### config.mk
export PLATFORM = sky130hd
export DESIGN_NAME = uart_header_assembler
export DESIGN_NICKNAME = d
export VERILOG_FILES = /design/src/rtl/uart_header_assembler.sv
export SDC_FILE = /design/constraint.sdc
export NUM_CORES = 2
export LEC_CHECK = 0
export ABC_CLOCK_PERIOD_IN_PS = 2400
export BUFFER_PORTS_ARGS = -buffer_cell sky130_fd_sc_hd__buf_2
export CAP_MARGIN = 0
export CORE_ASPECT_RATIO = 0.8
export CORE_MARGIN = 1
export CORE_UTILIZATION = 45
export CTS_BUF_LIST = sky130_fd_sc_hd__clkbuf_8 sky130_fd_sc_hd__clkbuf_16
export DETAILED_ROUTE_END_ITERATION = 16
export PLACE_DENSITY = 0.65
export SYNTH_ARGS = -nofsm -noshare
export SYNTH_HDL_FRONTEND = slang
export SYNTH_SLANG_ARGS = --single-unit
### constraint.sdc
create_clock -name clock_i -period 2.4 [get_ports clock_i]
set_input_delay 0 -clock clock_i [delete_from_list [all_inputs] [get_ports clock_i]]
set_output_delay 0 -clock clock_i [all_outputs]
set_load 0.1 [all_outputs]
### src/rtl/uart_header_assembler.sv
// Packs single-byte UART strobes into an 80-byte block header for the miner.
// A partial frame that stalls past the idle timeout is discarded.
module uart_header_assembler #(
  parameter int unsigned HEADER_BYTES   = 80,
  parameter int unsigned TIMEOUT_CYCLES = 50_000_000
) (
  input  logic                      clock_i,
  input  logic                      reset_i,
  input  logic [7:0]                rx_byte_i,
  input  logic                      rx_valid_i,
  output logic [HEADER_BYTES*8-1:0] header_data_o,
  output logic                      header_valid_o,
  output logic [31:0]               byte_count_o,
  output logic [6:0]                frame_pos_o,
  output logic                      timeout_err_o,
  output logic                      busy_o
);

  localparam int unsigned HDR_W = HEADER_BYTES * 8;
  localparam int unsigned CNT_W = $clog2(TIMEOUT_CYCLES + 1);
  localparam logic [CNT_W-1:0] CNT_LAST = CNT_W'(TIMEOUT_CYCLES - 1);
  localparam logic [6:0]       POS_LAST = 7'(HEADER_BYTES - 1);

  typedef enum logic [0:0] {
    ST_IDLE = 1'b0,
    ST_RECV = 1'b1
  } state_e;

  state_e             state_q,        state_d;
  logic [HDR_W-1:0]   work_q,         work_d;
  logic [HDR_W-1:0]   header_data_q,  header_data_d;
  logic               header_valid_q, header_valid_d;
  logic [31:0]        byte_count_q,   byte_count_d;
  logic [6:0]         frame_pos_q,    frame_pos_d;
  logic               timeout_err_q,  timeout_err_d;
  logic               busy_q,         busy_d;
  logic [CNT_W-1:0]   idle_cnt_q,     idle_cnt_d;
  logic [HDR_W-1:0]   work_shift_s;

  assign work_shift_s = {work_q[HDR_W-9:0], rx_byte_i};

  always_comb begin
    state_d        = state_q;
    work_d         = work_q;
    header_data_d  = header_data_q;
    header_valid_d = 1'b0;
    frame_pos_d    = frame_pos_q;
    timeout_err_d  = 1'b0;
    idle_cnt_d     = idle_cnt_q;

    if (rx_valid_i) begin
      byte_count_d = byte_count_q + 32'd1;
    end else begin
      byte_count_d = byte_count_q;
    end

    case (state_q)
      ST_IDLE: begin
        idle_cnt_d = '0;
        if (rx_valid_i) begin
          work_d      = work_shift_s;
          frame_pos_d = 7'd1;
          state_d     = ST_RECV;
        end else begin
          frame_pos_d = 7'd0;
        end
      end
      ST_RECV: begin
        if (rx_valid_i) begin
          idle_cnt_d = '0;
          if (frame_pos_q == POS_LAST) begin
            // Publish the full header and start the next frame from a clean register.
            header_data_d  = work_shift_s;
            header_valid_d = 1'b1;
            work_d         = '0;
            frame_pos_d    = 7'd0;
            state_d        = ST_IDLE;
          end else begin
            work_d      = work_shift_s;
            frame_pos_d = frame_pos_q + 7'd1;
          end
        end else if (idle_cnt_q == CNT_LAST) begin
          timeout_err_d = 1'b1;
          work_d        = '0;
          frame_pos_d   = 7'd0;
          idle_cnt_d    = '0;
          state_d       = ST_IDLE;
        end else begin
          idle_cnt_d = idle_cnt_q + {{(CNT_W-1){1'b0}}, 1'b1};
        end
      end
      default: begin
        state_d     = ST_IDLE;
        work_d      = '0;
        frame_pos_d = 7'd0;
        idle_cnt_d  = '0;
      end
    endcase

    busy_d = (frame_pos_d != 7'd0);
  end

  always_ff @(posedge clock_i) begin
    if (reset_i) begin
      state_q        <= ST_IDLE;
      work_q         <= '0;
      header_data_q  <= '0;
      header_valid_q <= 1'b0;
      byte_count_q   <= 32'd0;
      frame_pos_q    <= 7'd0;
      timeout_err_q  <= 1'b0;
      busy_q         <= 1'b0;
      idle_cnt_q     <= '0;
    end else begin
      state_q        <= state_d;
      work_q         <= work_d;
      header_data_q  <= header_data_d;
      header_valid_q <= header_valid_d;
      byte_count_q   <= byte_count_d;
      frame_pos_q    <= frame_pos_d;
      timeout_err_q  <= timeout_err_d;
      busy_q         <= busy_d;
      idle_cnt_q     <= idle_cnt_d;
    end
  end

  assign header_data_o  = header_data_q;
  assign header_valid_o = header_valid_q;
  assign byte_count_o   = byte_count_q;
  assign frame_pos_o    = frame_pos_q;
  assign timeout_err_o  = timeout_err_q;
  assign busy_o         = busy_q;

endmodule

* Yosys cells after proc, flatten, opt, wreduce, memory -nomap -nowiden
Cells that the tools add are included.
** Word-level totals
- Output and inout port bits :: 682
- Word-level logic and storage cells :: 43
- Input port bits :: 11
- Flip-flop bits (word level) :: 1341
** Cells by class
- Bitwise operators :: 2
- Equality and inequality tests :: 4
- Reductions and logical operators :: 5
- Mux-type cells :: 20
- $add $sub $neg :: 3
** Operator list (count)
- $mux W632 :: 4
- $pmux W632 S2 :: 1
- $mux W26 :: 2
- $pmux W26 S2 :: 1
- $add A32 B1 Y32 const B :: 1
- $add A26 B1 Y26 const B :: 1
- $eq A26 B26 Y1 const B :: 1
- $mux W7 :: 3
- $pmux W7 S2 :: 1
- $add A7 B1 Y7 const B :: 1
- $eq A7 B7 Y1 const B :: 1
- $mux W1 :: 7
- $reduce_bool A7 Y1 :: 1
- $reduce_or A3 Y1 :: 2
- $ne A3 B2 Y1 const B :: 1
- $reduce_and A3 Y1 :: 1
- $ne A2 B2 Y1 const B :: 1
- $not A1 Y1 :: 2
- $pmux W1 S2 :: 1
- $reduce_and A2 Y1 :: 1

* Longest topological paths before layout
- Word-level depth :: 5
- Gate-level depth with buffers :: 10

* Least setup slack after synthesis
No wires, ideal clock.
- Path kind :: register to register
- Start point :: reg frame_pos_q[1] (netlist: frame_pos_o[1])
- End point :: reg header_data_q[540] (netlist: header_data_o[540])
- Path slack :: -437 ps
- Data arrival time :: 2705 ps
- Setup time :: 132 ps
- Stages on the path, launching flop included :: 11
- Cell sequence :: dfxtp_1 > ha_1 > clkbuf_2 > nand3_2 > nor4_4 > nand3_1 > buf_2 > clkbuf_1 > clkbuf_1 > nand2_1 > a21oi_1
** On the way
- Cells in the longest elaborated chain, start to end :: 2
** Ends and longest elaborated chain
- start: declaration :: RTL line 34 : logic [6:0] frame_pos_q, frame_pos_d;
- start signal: assignment :: RTL line 120 : frame_pos_q <= frame_pos_d;
- $eq A7 B7 Y1 :: RTL line 71 : if (frame_pos_q == POS_LAST) begin
- $reduce_and A3 Y1 (no source line)
- end signal: assignment :: RTL line 117 : header_data_q <= header_data_d;
- end: declaration :: RTL line 31 : logic [HDR_W-1:0] header_data_q, header_data_d;
No other way between the ends.
A chain may end at the register's enable or synchronous reset.

* Worst setup path in the final report
- Start point :: reg idle_cnt_q[0]
- End point :: reg work_q[116]
** On the way
- Cells in the longest elaborated chain, start to end :: 3
** Ends and longest elaborated chain
- start: declaration :: RTL line 37 : logic [CNT_W-1:0] idle_cnt_q, idle_cnt_d;
- start signal: assignment :: RTL line 123 : idle_cnt_q <= idle_cnt_d;
- $eq A26 B26 Y1 :: RTL line 82 : end else if (idle_cnt_q == CNT_LAST) begin
- $ne A3 B2 Y1 (no source line)
- $reduce_and A2 Y1 (no source line)
- end signal: assignment :: RTL line 116 : work_q <= work_d;
- end: declaration :: RTL line 30 : logic [HDR_W-1:0] work_q, work_d;
No other way between the ends.

==> summary.txt <==
======================================================================================
Crit path kind                                                              reg -> reg
Worst slack on hold paths                                                    0.0752 ns
Cell types occupying the most area after synthesis                        sky130_fd_sc_hd__dfxtp_1 58%, sky130_fd_sc_hd__nand2_1 11%, sky130_fd_sc_hd__a22oi_1 10%, sky130_fd_sc_hd__a21oi_1 7.1%, sky130_fd_sc_hd__nor2_1 5.7%
Ys async rst share                                                                  0%
Crit path max fanout                                                               117
Register clock-pin slew on the reported worst setup and hold paths             0.06 ns
Arrival @ worst endpoint                                                       2.91 ns
Final net count                                                                   5773
Final WL                                                                        132 mm
Most used flip-flop cell after synthesis                                  sky130_fd_sc_hd__dfxtp_1
Number of max-cap violations                                                         0
Ratio of total power to cell area                                          812 nW/um^2
Net count of the mapped netlist                                                   5280
Final-report max-slew violation count                                                0
Via count of the first global-routing pass                                       34734
Commonest cells after routing, fill and taps aside                        1320 x sky130_fd_sc_hd__dfxtp_1, 1300 x sky130_fd_sc_hd__nand2_1, 698 x sky130_fd_sc_hd__nor2_1, 691 x sky130_fd_sc_hd__buf_2, 655 x sky130_fd_sc_hd__a21oi_1
Via total after detailed routing                                                 38557
Met3 Wirelength                                                                7.79 mm
Post-Synthesis Mean Instance Area                                            8.75 um^2
Setup skew after layout                                                      0.0320 ns
Remaining Overflow, GRT                                                              0
Clock buffer count from CTS                                                        131
Ant diodes                                                                           0
Die X-Extent                                                                    360 um
GRT Overall Usage                                                                24.2%
Initial Util                                                                     45.6%
Die outline height                                                              288 um
Number of sinks driven by the clock tree                                          1341
Weighted congestion reported at the end of routability-driven placement          0.852
Final setup viols                                                                    0
Number of distinct standard cells referenced by the synthesized netlist             53
Max-slew headroom at the worst pin                                               41.6%
Leak                                                                           21.1 nW
Data required time of the critical path                                        3.06 ns
Final total power                                                             0.0447 W
DRC marker count from the first detailed-route iteration                          3582
Post-layout minimum cycle time                                                 2.26 ns
Wire length of the first global-routing pass                                    202 mm
Dominant cell type by area after synthesis                                sky130_fd_sc_hd__dfxtp_1
Top routing layer in use                                                          met4
Length of routed met2 wiring                                                   59.7 mm
Later-pin clock latency in the skew report                                     0.75 ns
Leading cell type in the layout, fill and taps excluded                   sky130_fd_sc_hd__dfxtp_1
Number of fill cells                                                              9364
Maximum number of pins on one net before global-route repair                       187
Slew @ Worst Pin                                                              0.877 ns
Layout-stage area growth over the synthesis result                               19.4%
Status                                                                    finished, final reports clean
CTS root buffer                                                           sky130_fd_sc_hd__clkbuf_16
Cell count after synthesis                                                        5266
Per-cell via count in the routed design                                           5.37
IR drop worst, VDD                                                            0.616 mV
DRC errors left                                                                      0
Site Rows                                                                          104
Detailed-route wire length on metal 1                                          60.5 mm
Share of cells above drive strength 1                                            17.7%
RSZ-0062 raised after global routing                                                no
I/O Buffers                                                                        692
Number of enable-type register cells in the synthesized netlist                      0
Floorplan Core Area                                                        101000 um^2
Count of boundary I/O pins                                                         693
Mean routed wirelength per cell                                                18.4 um
Worst setup EP type                                                               flop
CTS max path bufs                                                                    3
Pre-antenna DRT Iters                                                                6
Level count of the clock H-tree                                                      4
DP HPWL                                                                        87.2 mm
Synthesis-stage register bit count                                                1341
Sequential cell area fraction in the yosys report                                58.3%
Number of hold violations in the final report                                        0
Post-Synthesis Cell Area                                                    46100 um^2
Share of the synthesized area in the top cell type                               58.3%
Nature of the critical path startpoint                                            flop
Antenna viol nets, final                                                             0
Max Clock Freq                                                                 443 MHz
Area of the die                                                            104000 um^2
Share of the clock period used by the worst path                                 94.1%
TritonCTS clock tree                                                              done
Min-delay worst type                                                         in -> reg
Number of synthesis warnings                                                         0
Aggregate negative setup slack                                                    0 ns
Initial antenna violation count                                                      0
======================================================================================
-- power by group --
group	leakage, nW	switching (W)	total (W)	internal (W)
registers	10.8	0.0000278	0.0223	0.0223
clock network	2.32	0.00879	0.0214	0.0126
logic	7.94	0.000816	0.00101	0.000197
total	21.1	0.00963	0.0447	0.0350
-- path summary, 6_finish.rpt --
check,from,endpoint,cells after the start,slack [ns]
min,rx_byte_i[5],header_data_o[5],4,0.08
max reg2reg,idle_cnt_q[0],work_q[116],7,0.14
min reg2reg,header_data_o[548],header_data_o[548],2,0.45
max,idle_cnt_q[0],work_q[116],7,0.14
-- worst max-delay path: stages, from the launching register on --
cell and delay (ns):
sky130_fd_sc_hd__dfxtp_1 0.33, sky130_fd_sc_hd__ha_1 0.23, sky130_fd_sc_hd__and3_1 0.24, sky130_fd_sc_hd__and2_1 0.19, sky130_fd_sc_hd__a41oi_4 0.35, sky130_fd_sc_hd__buf_12 0.42, sky130_fd_sc_hd__a22oi_1 0.18, sky130_fd_sc_hd__nor2_1 0.12
-- registers in the layout, indices dropped and copies added, names as in the netlist --
register,cells
header_data_o,640
work_q,632
byte_count_o,32
idle_cnt_q,26
frame_pos_o,7
busy_o,1
header_valid_o,1
state_q,1
timeout_err_o,1
-- synthesized netlist by cell type, drive strengths merged (8+ instances only) --
library cell and count:
nor2 699, and3 15, nand3 24, xnor2 20, clkbuf 262, nand4 24
a21oi 656, xor2 27, buf 182, a22oi 633, nor3 14, dfxtp 1341
o21ai 8, inv 8, nand2 1300
-- metrics by stage --
stage	worst slack (ns)	cells	instance area (um^2)	util, %
finish	0.142	7181	55000	54.5
global route	0.0121	7181	55000	54.5
CTS	0.148	7181	55000	54.5
detailed placement	0.151	6941	50400	49.9
global placement	0.210	6941	50400	49.9
floorplan	0.0440	5266	46100	-
-- layout make-up --
type	instances	area (um^2)	share of cell area, %
flip-flops and latches	1341	26900	48.9
multi-input cells	3472	16900	30.8
repair buffers	804	5030	9.14
clock buffers	159	3730	6.78
well taps	1325	1660	3.01
clock inverters	71	761	1.38
inverters	9	33.8	0.0614
-- logic make-up (layout without fill, tap and decap cells) --
family / Yosys count / after routing / share of synthesized area (%)
compound gates: 1309 / 1309 / 17.7
xor+xnor: 47 / 47 / 0.893
simple gates: 2108 / 2108 / 17.8
buf+inv: 453 / 1043 / 5.08
mux: 5 / 5 / 0.119
flops: 1341 / 1341 / 58.3
fa+ha+maj: 3 / 3 / 0.0815
-- routing by layer --
metal | global-route usage, % | vias to the layer above
li1 | - | 18739
met1 | 33.9 | 18539
met2 | 37.1 | 1078
met3 | 4.70 | 201
met4 | 9.08 | 0
met5 | 0 | -
-- timing repair --
action                                 in CTS  in global routing
endpoints found under the hold margin     482                  0
gates resized for setup                     0                  0
hold buffers                               10                  0
buffers inserted                            0                  0
Note: power is estimated with default switching activity, not from simulation.
